**config.mk**
```make
export PLATFORM = sky130hd
export DESIGN_NAME = itof_pipe
export DESIGN_NICKNAME = d
export VERILOG_FILES = /design/src/rtl/itof_pipe.sv
export SDC_FILE = /design/constraint.sdc
export NUM_CORES = 1
export LEC_CHECK = 0
export CAP_MARGIN = 30
export CORE_MARGIN = 2
export CORE_UTILIZATION = 45
export DETAILED_ROUTE_END_ITERATION = 8
export PLACE_DENSITY_LB_ADDON = 0.25
export SLEW_MARGIN = 10
export SYNTH_ARGS = -nofsm -noshare
export SYNTH_HDL_FRONTEND = slang
export SYNTH_SLANG_ARGS = --single-unit
```
**constraint.sdc**
```tcl
create_clock -name clk -period 4.7 [get_ports clk]
set_input_delay 1.41 -clock clk [delete_from_list [all_inputs] [get_ports clk]]
set_output_delay 1.41 -clock clk [all_outputs]
set_load 0.02 [all_outputs]
```
**src/rtl/itof_pipe.sv**
```systemverilog
// itof_pipe: three-stage pipelined signed 32-bit integer to IEEE-754 single
// precision converter. Fractions are rounded half away from zero.
//
// Stages:
//   S1  sign / magnitude split
//   S2  leading-zero count and normalize
//   S3  round and pack
//
// Ports:
//   clk        rising-edge clock for all state
//   rst        synchronous active-high reset
//   in_valid   upstream presents operand a
//   in_ready   operand is accepted this cycle (low only while the output stalls)
//   a          two's-complement signed integer operand
//   out_valid  c holds a valid result
//   out_ready  downstream consumes c this cycle
//   c          IEEE-754 single result {sign, exponent[7:0], fraction[22:0]}
//
// All three stages advance together whenever the output is not stalled, so
// bubbles travel down the pipe instead of being squeezed out.
module itof_pipe (
    input  logic        clk,
    input  logic        rst,
    input  logic        in_valid,
    output logic        in_ready,
    input  logic [31:0] a,
    output logic        out_valid,
    input  logic        out_ready,
    output logic [31:0] c
);

    logic        stall;

    // Stage 1 registers
    logic        v1_q, v1_d;
    logic        s1_q, s1_d;
    logic [31:0] mag1_q, mag1_d;

    // Stage 2 registers. Only bits [31:7] of the normalized value are kept
    // because the rounder only looks at the 24-bit mantissa plus guard bit.
    logic        v2_q, v2_d;
    logic        s2_q, s2_d;
    logic        zero2_q, zero2_d;
    logic [4:0]  lz2_q, lz2_d;
    logic [24:0] norm2_q, norm2_d;

    // Stage 3 registers
    logic        v3_q, v3_d;
    logic [31:0] c3_q, c3_d;

    // Stage 2/3 combinational helpers
    logic [4:0]  lz;
    logic        lz_found;
    logic        carry;
    logic [22:0] frac_r;
    logic [7:0]  exp_r;

    assign stall     = v3_q && !out_ready;
    assign in_ready  = !stall;
    assign out_valid = v3_q;
    assign c         = c3_q;

    // S1: split the operand into sign and unsigned magnitude. The most
    // negative value negates to itself, which is the correct magnitude 2^31.
    always_comb begin
        v1_d   = v1_q;
        s1_d   = s1_q;
        mag1_d = mag1_q;
        if (!stall) begin
            v1_d   = in_valid;
            s1_d   = a[31];
            mag1_d = a[31] ? (~a + 32'd1) : a;
        end
    end

    // Priority search from the MSB for the first set bit.
    always_comb begin
        lz       = 5'd0;
        lz_found = 1'b0;
        for (int i = 31; i >= 0; i--) begin
            if (!lz_found && mag1_q[i]) begin
                lz       = 5'(31 - i);
                lz_found = 1'b1;
            end
        end
    end

    // S2: normalize so the leading one lands in bit 31.
    always_comb begin
        v2_d    = v2_q;
        s2_d    = s2_q;
        zero2_d = zero2_q;
        lz2_d   = lz2_q;
        norm2_d = norm2_q;
        if (!stall) begin
            v2_d    = v1_q;
            s2_d    = s1_q;
            zero2_d = (mag1_q == 32'd0);
            lz2_d   = lz;
            norm2_d = 25'((mag1_q << lz) >> 7);
        end
    end

    // S3 rounding. norm2_q[24] is the hidden one, [23:1] the fraction and
    // [0] the guard bit. Adding the guard can only carry out of the mantissa
    // when every kept bit is one; the 23-bit fraction sum then wraps to zero,
    // which is exactly the fraction of the next power of two.
    always_comb begin
        carry  = &norm2_q;
        frac_r = norm2_q[23:1] + {22'd0, norm2_q[0]};
        exp_r  = 8'd158 - {3'd0, lz2_q} + {7'd0, carry};
    end

    // S3: pack the result; zero input gives +0.0.
    always_comb begin
        v3_d = v3_q;
        c3_d = c3_q;
        if (!stall) begin
            v3_d = v2_q;
            c3_d = zero2_q ? 32'd0 : {s2_q, exp_r, frac_r};
        end
    end

    // All stage registers. Reset also clears the data so c reads zero after
    // reset, and it overrides any operand presented in the same cycle.
    always_ff @(posedge clk) begin
        if (rst) begin
            v1_q    <= 1'b0;
            s1_q    <= 1'b0;
            mag1_q  <= 32'd0;
            v2_q    <= 1'b0;
            s2_q    <= 1'b0;
            zero2_q <= 1'b1;
            lz2_q   <= 5'd0;
            norm2_q <= 25'd0;
            v3_q    <= 1'b0;
            c3_q    <= 32'd0;
        end else begin
            v1_q    <= v1_d;
            s1_q    <= s1_d;
            mag1_q  <= mag1_d;
            v2_q    <= v2_d;
            s2_q    <= s2_d;
            zero2_q <= zero2_d;
            lz2_q   <= lz2_d;
            norm2_q <= norm2_d;
            v3_q    <= v3_d;
            c3_q    <= c3_d;
        end
    end

endmodule

```
==> run_results.csv, run 1 <==
group,metric,value,unit
power_and_ir_drop,p_leak,3.04,nW
drt,drtPass1Iterations,5,
timing,rsz0062_at_grt,"false",
timing,hold_slack,0.454,ns
power_and_ir_drop,p_total,2.95,mW
power_and_ir_drop,switching_power,1.10,mW
place,place_ws,-0.212,ns
layout,fin_nets,971,
drt,drt_wl_total,19800,um
timing,slew_viol_final,0,
setup_path,critPathLaunchType,"input pin",
drt,vias,6866,
clock_tree,clock_latency,0.36,ns
clock_tree,cts_max_path_buffers,2,
yosys,synth_most_common_cell,"nor2_1",
place,place.detailed.hpwl,14500,um
clock_tree,cts_sinks,100,
clock_tree,ctsHtreeMaxLevel,3,
clock_tree,cts_root_buffer,"clkbuf_16",
power_and_ir_drop,p_int,1.85,mW
drt,drc,0,
yosys,syn_avg_cell_area,7.86,um2
timing,tightestPinTransition,0.884,ns
yosys,synth_nets,926,
clock_tree,hold_buffers,0,
timing,timing.final.crit_share,95.7,%
power_and_ir_drop,seqPwrFrac,36.7,%
power_and_ir_drop,pwr-share-comb,36.4,%
yosys,yosys.area.top_type,"dfxtp_1",
status,run_status,"completed",
job,maxCapViolCount,0,
clock_tree,cts_tree,"done",
clock_tree,numCtsBuffers,9,
floorplan,io_pins,70,
min_path,holdCritStartpoint,"c[31]",
place,place_area,7850,um2
yosys,synth_seq_cells,100,
layout,final_cell_area,8180,um2
layout,finalNonFillerCells,1123,
floorplan,fp.dieW,128,um
yosys,yosysWarnings,0,
global_routing,overflow,0,
layout,diodes,0,
timing,skew,0.00910,ns
timing,max_freq,222,MHz
place,dp_cells,1106,
timing,setup-violations-final,0,
place,gp_congestion,0.982,
drt,viasPerCell,6.11,
setup_path,crit_path_start,"a[10]",
timing,setup_ws,0.203,ns
yosys,ys_seq_area_share,28.8,%
yosys,synthDistinctLibCells,81,
min_path,min_path_type,"reg2reg",
global_routing,grt_pass1_vias,6222,
setup_path,required,4.99,ns
floorplan,die_y,128,um
power_and_ir_drop,vdd.ir_drop.worst,0.219,mV
clock_tree,ctsResizeCount,0,
power_and_ir_drop,power.density,360,nW/um2
yosys,async_flop_share,0,%
timing,final_hold_viol_count,0,
timing,setup_tns,0,ns
yosys,syn_area,6960,um2
yosys,ys_top_cells_by_count,"nor2_1, dfxtp_1, nand2_1",
floorplan,coreArea,15100,um2
place,portBuffers,69,
yosys,synth_flop_cell,"dfxtp_1",
clock_tree,post_cts_buffers,0,
layout,syn_to_final_growth,17.5,%
global_routing,grt_max_degree,75,
global_routing,grt_usage,24.4,%
layout,postLayoutCoreUtil,54.0,%
drt,drt_iter0_drc,610,
global_routing,grt_pass1_wl,32400,um
timing,fin_crit,4.50,ns
layout,drive_above_1_share,10.9,%
drt,wl_per_cell,17.6,um
power_and_ir_drop,p_clk_share,26.8,%
setup_path,crit_path_end_kind,"flip-flop",
setup_path,crit_fanout,3,
yosys,synth_edf_count,0,
timing,max_slew_margin,40.8,%
drt,ant_nets,0,
floorplan,initial_core_util,46.0,%
floorplan,placementRows,45,
setup_path,path_class,"in2reg",
clock_tree,clkTransAtPathRegs,0.07,ns
yosys,syn_inst,885,
global_routing,antenna_found_initial,0,
yosys,synth.area.top_cells,"dfxtp_1, nor2_1, mux2i_1",
setup_path,cp_data_arrival_time,4.79,ns
setup_path,r2r-start,"mag1_q[28]",
floorplan,die-area,16500,um2
yosys,synth_top_area_share,28.8,%
power_and_ir_drop,switching_share,37.4,%
## state kept, by name (all words and copies together) (netlist names), 5 cells and up
name and cells:
norm2_q 25, lz2_q 5, c 32, mag1_q 32
## power groups by stage
stage	Clock [mW]	Combinational, mW	Sequential, mW
floorplan	0	0.759	1.06
global placement	0	1.04	1.10
global route	0.844	1.16	1.10
CTS	0.807	1.05	1.08
detailed placement	0	1.05	1.10
finish	0.791	1.07	1.08
## final cells by class
class	instances	area, um2
tap	188	235
multi-input combinational	702	4610
timing repair buffer	106	971
inverter	11	41.3
fill	1475	6970
clock inverter	6	76.3
sequential	100	2000
clock buffer	10	239
## cells by family after synthesis
kind of cell / after synthesis / synth area share [%]
buffers and inverters: 83 / 5.11
DFF: 100 / 28.8
xor gates and xnor gates: 53 / 6.67
and+or+nand+nor: 337 / 24.1
muxes: 51 / 7.60
adders and majority gates: 5 / 0.899
AOI/OAI and AO/OA: 256 / 26.9
## placed cells by master, fill, tap and decap left out, types with 15 or more instances in the layout
| cell type | synthesis | routed |
|---|---|---|
| dfxtp_1 | 100 | 100 |
| buf_4 | 3 | 36 |
| nor2_1 | 122 | 121 |
| o21ai_0 | 33 | 33 |
| a22oi_1 | 33 | 33 |
| nand2_1 | 77 | 77 |
| xor2_1 | 34 | 34 |
| xnor2_1 | 19 | 19 |
| a21oi_1 | 40 | 40 |
| nor3_1 | 20 | 20 |
| mux2_2 | 15 | 15 |
| nand3_1 | 28 | 28 |
| clkdlybuf4s50_1 | 0 | 68 |
| a211oi_1 | 41 | 41 |
| mux2i_1 | 36 | 36 |
## path summary, 6_finish.rpt
check / endpoint / slack, ns / cells after the start
worst max-delay path: mag1_q[28] / 0.20 / 11
worst min-delay path: c[31] / 0.45 / 2
worst max register to register: norm2_q[8] / 0.72 / 10
worst min register to register: c[31] / 0.45 / 2
## critical path, stage by stage
cell	delay [ns]
clkdlybuf4s50_1	0.42
or4_4	0.54
or3_4	0.34
or3_2	0.46
or4_1	0.45
or3_1	0.37
o41ai_2	0.27
buf_4	0.17
xnor2_1	0.10
nand2_1	0.06
a21oi_1	0.18
## per-layer routing
metal / track usage (%) / routed length, um / share of wire [%] / vias up
met1: 34.4 / 9160 / 46 / 3138
met4: 8.79 / 539 / 2.7 / 0
li1: - / - / - / 3418
met2: 37.9 / 8880 / 45 / 269
met3: 3.74 / 1190 / 6.0 / 41
met5: 0 / 0 / 0 / -
(Power assumes the default switching activity.)
==> inputs of run 2 (changes only) <==
--- a/config.mk
+++ b/config.mk
@@ -7,10 +7,11 @@
 export LEC_CHECK = 0
 export CAP_MARGIN = 30
 export CORE_MARGIN = 2
-export CORE_UTILIZATION = 45
+export CORE_UTILIZATION = 30
 export DETAILED_ROUTE_END_ITERATION = 8
 export PLACE_DENSITY_LB_ADDON = 0.25
 export SLEW_MARGIN = 10
 export SYNTH_ARGS = -nofsm -noshare
 export SYNTH_HDL_FRONTEND = slang
 export SYNTH_SLANG_ARGS = --single-unit
+export TNS_END_PERCENT = 1
==> run 2 against run 1 <==
  * Die area is 48% higher
  * Sequential share of layout area is 0.13 points lower
  * Highest routed layer unchanged
  * Worst hold slack worse by 0.0018 ns
  * Sequential power hardly changed
  * Setup slack better by 0.0086 ns
==> run_results.csv, run 2 (same netlist as run 1, synthesis figures left out) <==
group,metric,value,unit
status,run_status,"completed",
min_path,whs_endpoint,"v2_q",
clock_tree,cts_root_buffer,"clkbuf_16",
timing,timing.final.crit_share,95.5,%
floorplan,fp.dieW,156,um
layout,fin_nets,968,
layout,nFillCells,2447,
drt,drc,0,
timing,final_hold_viol_count,0,
timing,max_slew_margin,40.3,%
floorplan,coreArea,22700,um2
layout,drive_above_1_share,10.4,%
setup_path,crit_fanout,3,
timing,tightestPinTransition,0.892,ns
timing,rsz0062_at_grt,"false",
clock_tree,clock_latency,0.36,ns
clock_tree,ctsResizeCount,0,
layout,syn_to_final_growth,18.1,%
drt,drt_wl_total,20700,um
setup_path,cp_top_family,"simple AND/OR/NAND/NOR gates",
floorplan,die-area,24400,um2
clock_tree,cts_max_path_buffers,2,
global_routing,grt_usage,17.4,%
layout,final_common_cell,"nor2_1",
min_path,holdCritStartpoint,"v2_q",
drt,wl_per_cell,17.0,um
timing,skew,0.00768,ns
place,place.detailed.hpwl,15400,um
setup_path,path_class,"in2reg",
drt,viasPerCell,5.56,
drt,ant_nets,0,
setup_path,rr_worst_depth,10,
clock_tree,ctsHtreeMaxLevel,3,
global_routing,grt_pass1_vias,6365,
layout,multi_input_area,4610,um2
power_and_ir_drop,vdd.ir_drop.worst,0.166,mV
timing,max_freq,223,MHz
drt,drtPass1Iterations,5,
setup_path,crit_chain,"clkdlybuf4s50_1 > or4_4 > or3_4 > or3_2 > or4_1 > or3_1 > o41ai_2 > buf_4 > xnor2_1 > nand2_1 > a21oi_1",
layout,seq_area,2000,um2
place,place_ws,-0.170,ns
clock_tree,cts_sinks,100,
setup_path,crit_path_end_kind,"flip-flop",
timing,fin_crit,4.49,ns
drt,drt_iter0_drc,491,
setup_path,cp_data_arrival_time,4.77,ns
setup_path,worst-path-buf-inv,2,
min_path,min_path_type,"reg2reg",
setup_path,reg2reg_to,"norm2_q[8]",
power_and_ir_drop,p_leak,3.00,nW
floorplan,io_pins,70,
floorplan,placementRows,55,
clock_tree,numCtsBuffers,9,
min_path,hold-path-cell-count,2,
global_routing,overflow,0,
setup_path,critPathLaunchType,"input pin",
place,gp_congestion,0.917,
setup_path,regToRegSetupSlack,0.78,ns
setup_path,r2r-start,"mag1_q[28]",
drt,vias,6763,
setup_path,slowest_delay,0.54,ns
global_routing,grt_pass1_wl,34300,um
timing,setup-violations-final,0,
timing,hold_slack,0.453,ns
clock_tree,post_cts_buffers,0,
job,maxCapViolCount,0,
power_and_ir_drop,power.density,347,nW/um2
floorplan,initial_core_util,30.7,%
clock_tree,cts_tree,"done",
layout,diodes,0,
timing,setup_ws,0.211,ns
timing,slew_viol_final,0,
global_routing,antenna_found_initial,0,
floorplan,die_y,156,um
setup_path,critPathSlowestCell,"or4_4",
global_routing,grt_max_degree,64,
clock_tree,hold_buffers,0,
clock_tree,clkTransAtPathRegs,0.07,ns
layout,final_cell_mix,"nor2_1, dfxtp_1, nand2_1",
place,portBuffers,69,
setup_path,required,4.99,ns
==> run 2: worst max path at each step <==
stage          start         end  slack, ns  cells past startpoint
2_1_floorplan  a[10]  mag1_q[30]       0.39                      9
3_3_place_gp   a[10]  mag1_q[28]      -0.16                     11
3_5_place_dp   a[10]  mag1_q[28]      -0.17                     11
4_1_cts        a[10]  mag1_q[28]       0.20                     11
5_1_grt        a[11]  mag1_q[28]       0.02                     11
6_report       a[10]  mag1_q[28]       0.21                     11
==> run 2: routing by layer <==
metal	wire, um	track usage [%]
met5	0	0
met4	466	5.77
met3	1060	2.80
met2	9010	26.8
met1	10200	24.7
==> run 2: power breakdown <==
part | switching [mW] | total [mW] | leakage (nW) | internal [mW]
Combinational | 0.618 | 1.08 | 2.04 | 0.458
Sequential | 0.133 | 1.08 | 0.824 | 0.947
Clock | 0.328 | 0.698 | 0.131 | 0.370
==> run 2: cell type report <==
| cell class | instances | area share, % |
|---|---|---|
| Multi-Input combinational cell | 702 | 56.1 |
| Sequential cell | 100 | 24.3 |
| Timing Repair Buffer | 103 | 11.4 |
| Tap cell | 285 | 4.34 |
| Clock buffer | 11 | 2.95 |
| Inverter | 11 | 0.502 |
| Clock inverter | 4 | 0.320 |
==> run 2: per-stage QoR <==
step / utilization [%] / power (mW) / instances / TNS, ns / instance area, um2
2_1_floorplan: - / 1.82 / 885 / 0 / 6960
3_3_place_gp: 35.0 / 2.16 / 1200 / -0.363 / 7950
3_5_place_dp: 35.0 / 2.16 / 1200 / -0.408 / 7950
4_1_cts: 36.2 / 2.86 / 1215 / 0 / 8220
5_1_grt: 36.2 / 3.03 / 1216 / 0 / 8220
6_report: 36.2 / 2.86 / 1216 / 0 / 8220
==> run 2: worst register-to-register path: cells and delay by family (launching register included) <==
kind               cells  cell delay (ns)
muxes                  2             0.55
and+or+nand+nor        4             1.83
AOI/OAI and AO/OA      4             1.05
DFF                    1             0.38
==> inputs of run 3 (changes only) <==
--- a/config.mk
+++ b/config.mk
@@ -6,9 +6,10 @@
 export NUM_CORES = 1
 export LEC_CHECK = 0
 export CAP_MARGIN = 30
-export CORE_MARGIN = 2
+export CORE_MARGIN = 10
 export CORE_UTILIZATION = 30
 export DETAILED_ROUTE_END_ITERATION = 8
+export DONT_BUFFER_PORTS = 1
 export PLACE_DENSITY_LB_ADDON = 0.25
 export SLEW_MARGIN = 10
 export SYNTH_ARGS = -nofsm -noshare
==> run 3 against run 2 <==
  * Setup slack improved by 0.37 ns
  * Cell area decreased by 9.5%
  * Critical path depth shrank 2
  * Final cell count shrank 7.1%
  * Register-to-register slack hardly changed
  * Global-route usage shrank 2.9 points
  * Core utilization fell by 3.4 points
  * Clock power up 12%
  * Critical path type unchanged
  * Highest routed layer unchanged
==> run_results.csv, run 3 (same netlist as run 1, synthesis figures left out) <==
group,metric,value,unit
timing,setup_tns,0,ns
drt,drtPass1Iterations,5,
layout,nFillCells,2442,
setup_path,crit_path_end_kind,"flip-flop",
floorplan,io_pins,70,
timing,max_slew_margin,35.4,%
global_routing,grt_max_degree,99,
timing,setup_ws,0.586,ns
drt,viasPerCell,5.75,
floorplan,coreArea,22700,um2
layout,seq_area,2000,um2
global_routing,antenna_found_initial,0,
layout,final_common_cell,"nor2_1",
floorplan,initial_core_util,30.7,%
timing,fin_crit,4.11,ns
timing,skew,0.00758,ns
global_routing,grt_pass1_vias,6199,
timing,slew_viol_final,0,
layout,fin_nets,881,
floorplan,placementRows,55,
global_routing,grt_pass1_wl,35000,um
layout,diodes,0,
setup_path,required,4.98,ns
clock_tree,cts_sinks,100,
clock_tree,cts_max_path_buffers,2,
setup_path,r2r-start,"mag1_q[28]",
global_routing,overflow,0,
min_path,min_path_type,"reg2reg",
global_routing,grt_usage,14.6,%
floorplan,fp.dieW,172,um
place,portBuffers,0,
layout,syn_to_final_growth,6.88,%
job,maxCapViolCount,0,
timing,final_hold_viol_count,0,
drt,drt_wl_total,21600,um
place,gp_congestion,0.896,
clock_tree,clkTransAtPathRegs,0.07,ns
layout,drive_above_1_share,9.23,%
setup_path,critPathLaunchType,"input pin",
power_and_ir_drop,vdd.ir_drop.worst,0.142,mV
layout,postLayoutCoreUtil,32.8,%
clock_tree,clock_latency,0.36,ns
drt,drc,0,
setup_path,crit_path_start,"a[10]",
layout,multi_input_area,4610,um2
setup_path,cp_data_arrival_time,4.39,ns
min_path,holdCritStartpoint,"s2_q",
clock_tree,cts_root_buffer,"clkbuf_16",
clock_tree,hold_buffers,0,
drt,drt_iter0_drc,617,
power_and_ir_drop,power.density,383,nW/um2
timing,setup-violations-final,0,
drt,wl_per_cell,19.1,um
floorplan,die_y,172,um
power_and_ir_drop,p_leak,2.67,nW
floorplan,die-area,29700,um2
status,run_status,"completed",
clock_tree,post_cts_buffers,0,
layout,final_cell_mix,"nor2_1, dfxtp_1, nand2_1",
timing,rsz0062_at_grt,"false",
place,place_ws,0.207,ns
clock_tree,cts_tree,"done",
setup_path,crit_fanout,4,
timing,timing.final.crit_share,87.5,%
setup_path,critPathSlowestCell,"or4_4",
place,place.detailed.hpwl,15800,um
drt,vias,6492,
clock_tree,ctsHtreeMaxLevel,3,
clock_tree,numCtsBuffers,9,
timing,hold_slack,0.453,ns
setup_path,path_class,"in2reg",
drt,ant_nets,0,
setup_path,crit_chain,"or4_4 > or3_4 > or3_2 > or4_1 > or3_1 > o41ai_2 > nand2_1 > xnor2_1 > a211oi_1",
clock_tree,ctsResizeCount,0,
setup_path,slowest_delay,0.52,ns
timing,tightestPinTransition,0.965,ns
timing,max_freq,243,MHz
-- run 3: cell types whose count changed in the layout (fill, tap and decap cells not counted), sizes merged --
| cell | delta |
|---|---|
| inv | -1 |
| clkinv | -2 |
| clkdlybuf4s50 | -68 |
| clkbuf | +2 |
| bufinv | +1 |
| clkinvlp | +1 |
| buf | -19 |
-- run 3: final cells by class --
cell class | count | area share [%]
Tap cell | 285 | 4.79
Clock buffer | 13 | 3.50
Timing Repair Buffer | 16 | 1.61
Sequential cell | 100 | 26.9
Inverter | 11 | 0.572
Clock inverter | 3 | 0.605
Multi-Input combinational cell | 702 | 62.0
-- run 3: worst paths after layout --
check	to	slack (ns)	depth (start not counted)
worst max-delay path	mag1_q[30]	0.59	9
worst min-delay path	s2_q	0.45	2
worst max register to register	norm2_q[8]	0.77	10
worst min register to register	s2_q	0.45	2
-- run 3: metal layers --
metal  share of wire [%]  track usage [%]  up-vias
li1                    -                -     3220
met1                  48             20.2     3040
met2                  43             21.4      199
met3                 6.0             3.33       33
met4                 2.2             5.10        0
met5                   0                0        -
-- run 3: per-stage QoR --
stage | power (mW) | cells | cell area [um2]
5_1_grt | 3.01 | 1130 | 7440
3_3_place_gp | 2.07 | 1114 | 7130
3_5_place_dp | 2.07 | 1114 | 7130
6_report | 2.85 | 1130 | 7440
2_1_floorplan | 1.82 | 885 | 6960
4_1_cts | 2.86 | 1130 | 7440
-- run 3: critical path, delay by kind of cell --
family           cells  cell delay, ns
AO/OA/AOI/OAI        2            0.52
XOR/XNOR             1            0.14
AND/OR/NAND/NOR      6            2.31
-- run 3: power breakdown --
part | leakage, nW | internal [mW] | switching [mW] | total (mW)
clock network | 0.142 | 0.443 | 0.337 | 0.779
registers | 0.824 | 0.947 | 0.162 | 1.11
logic | 1.70 | 0.397 | 0.563 | 0.960
total | 2.67 | 1.79 | 1.06 | 2.85
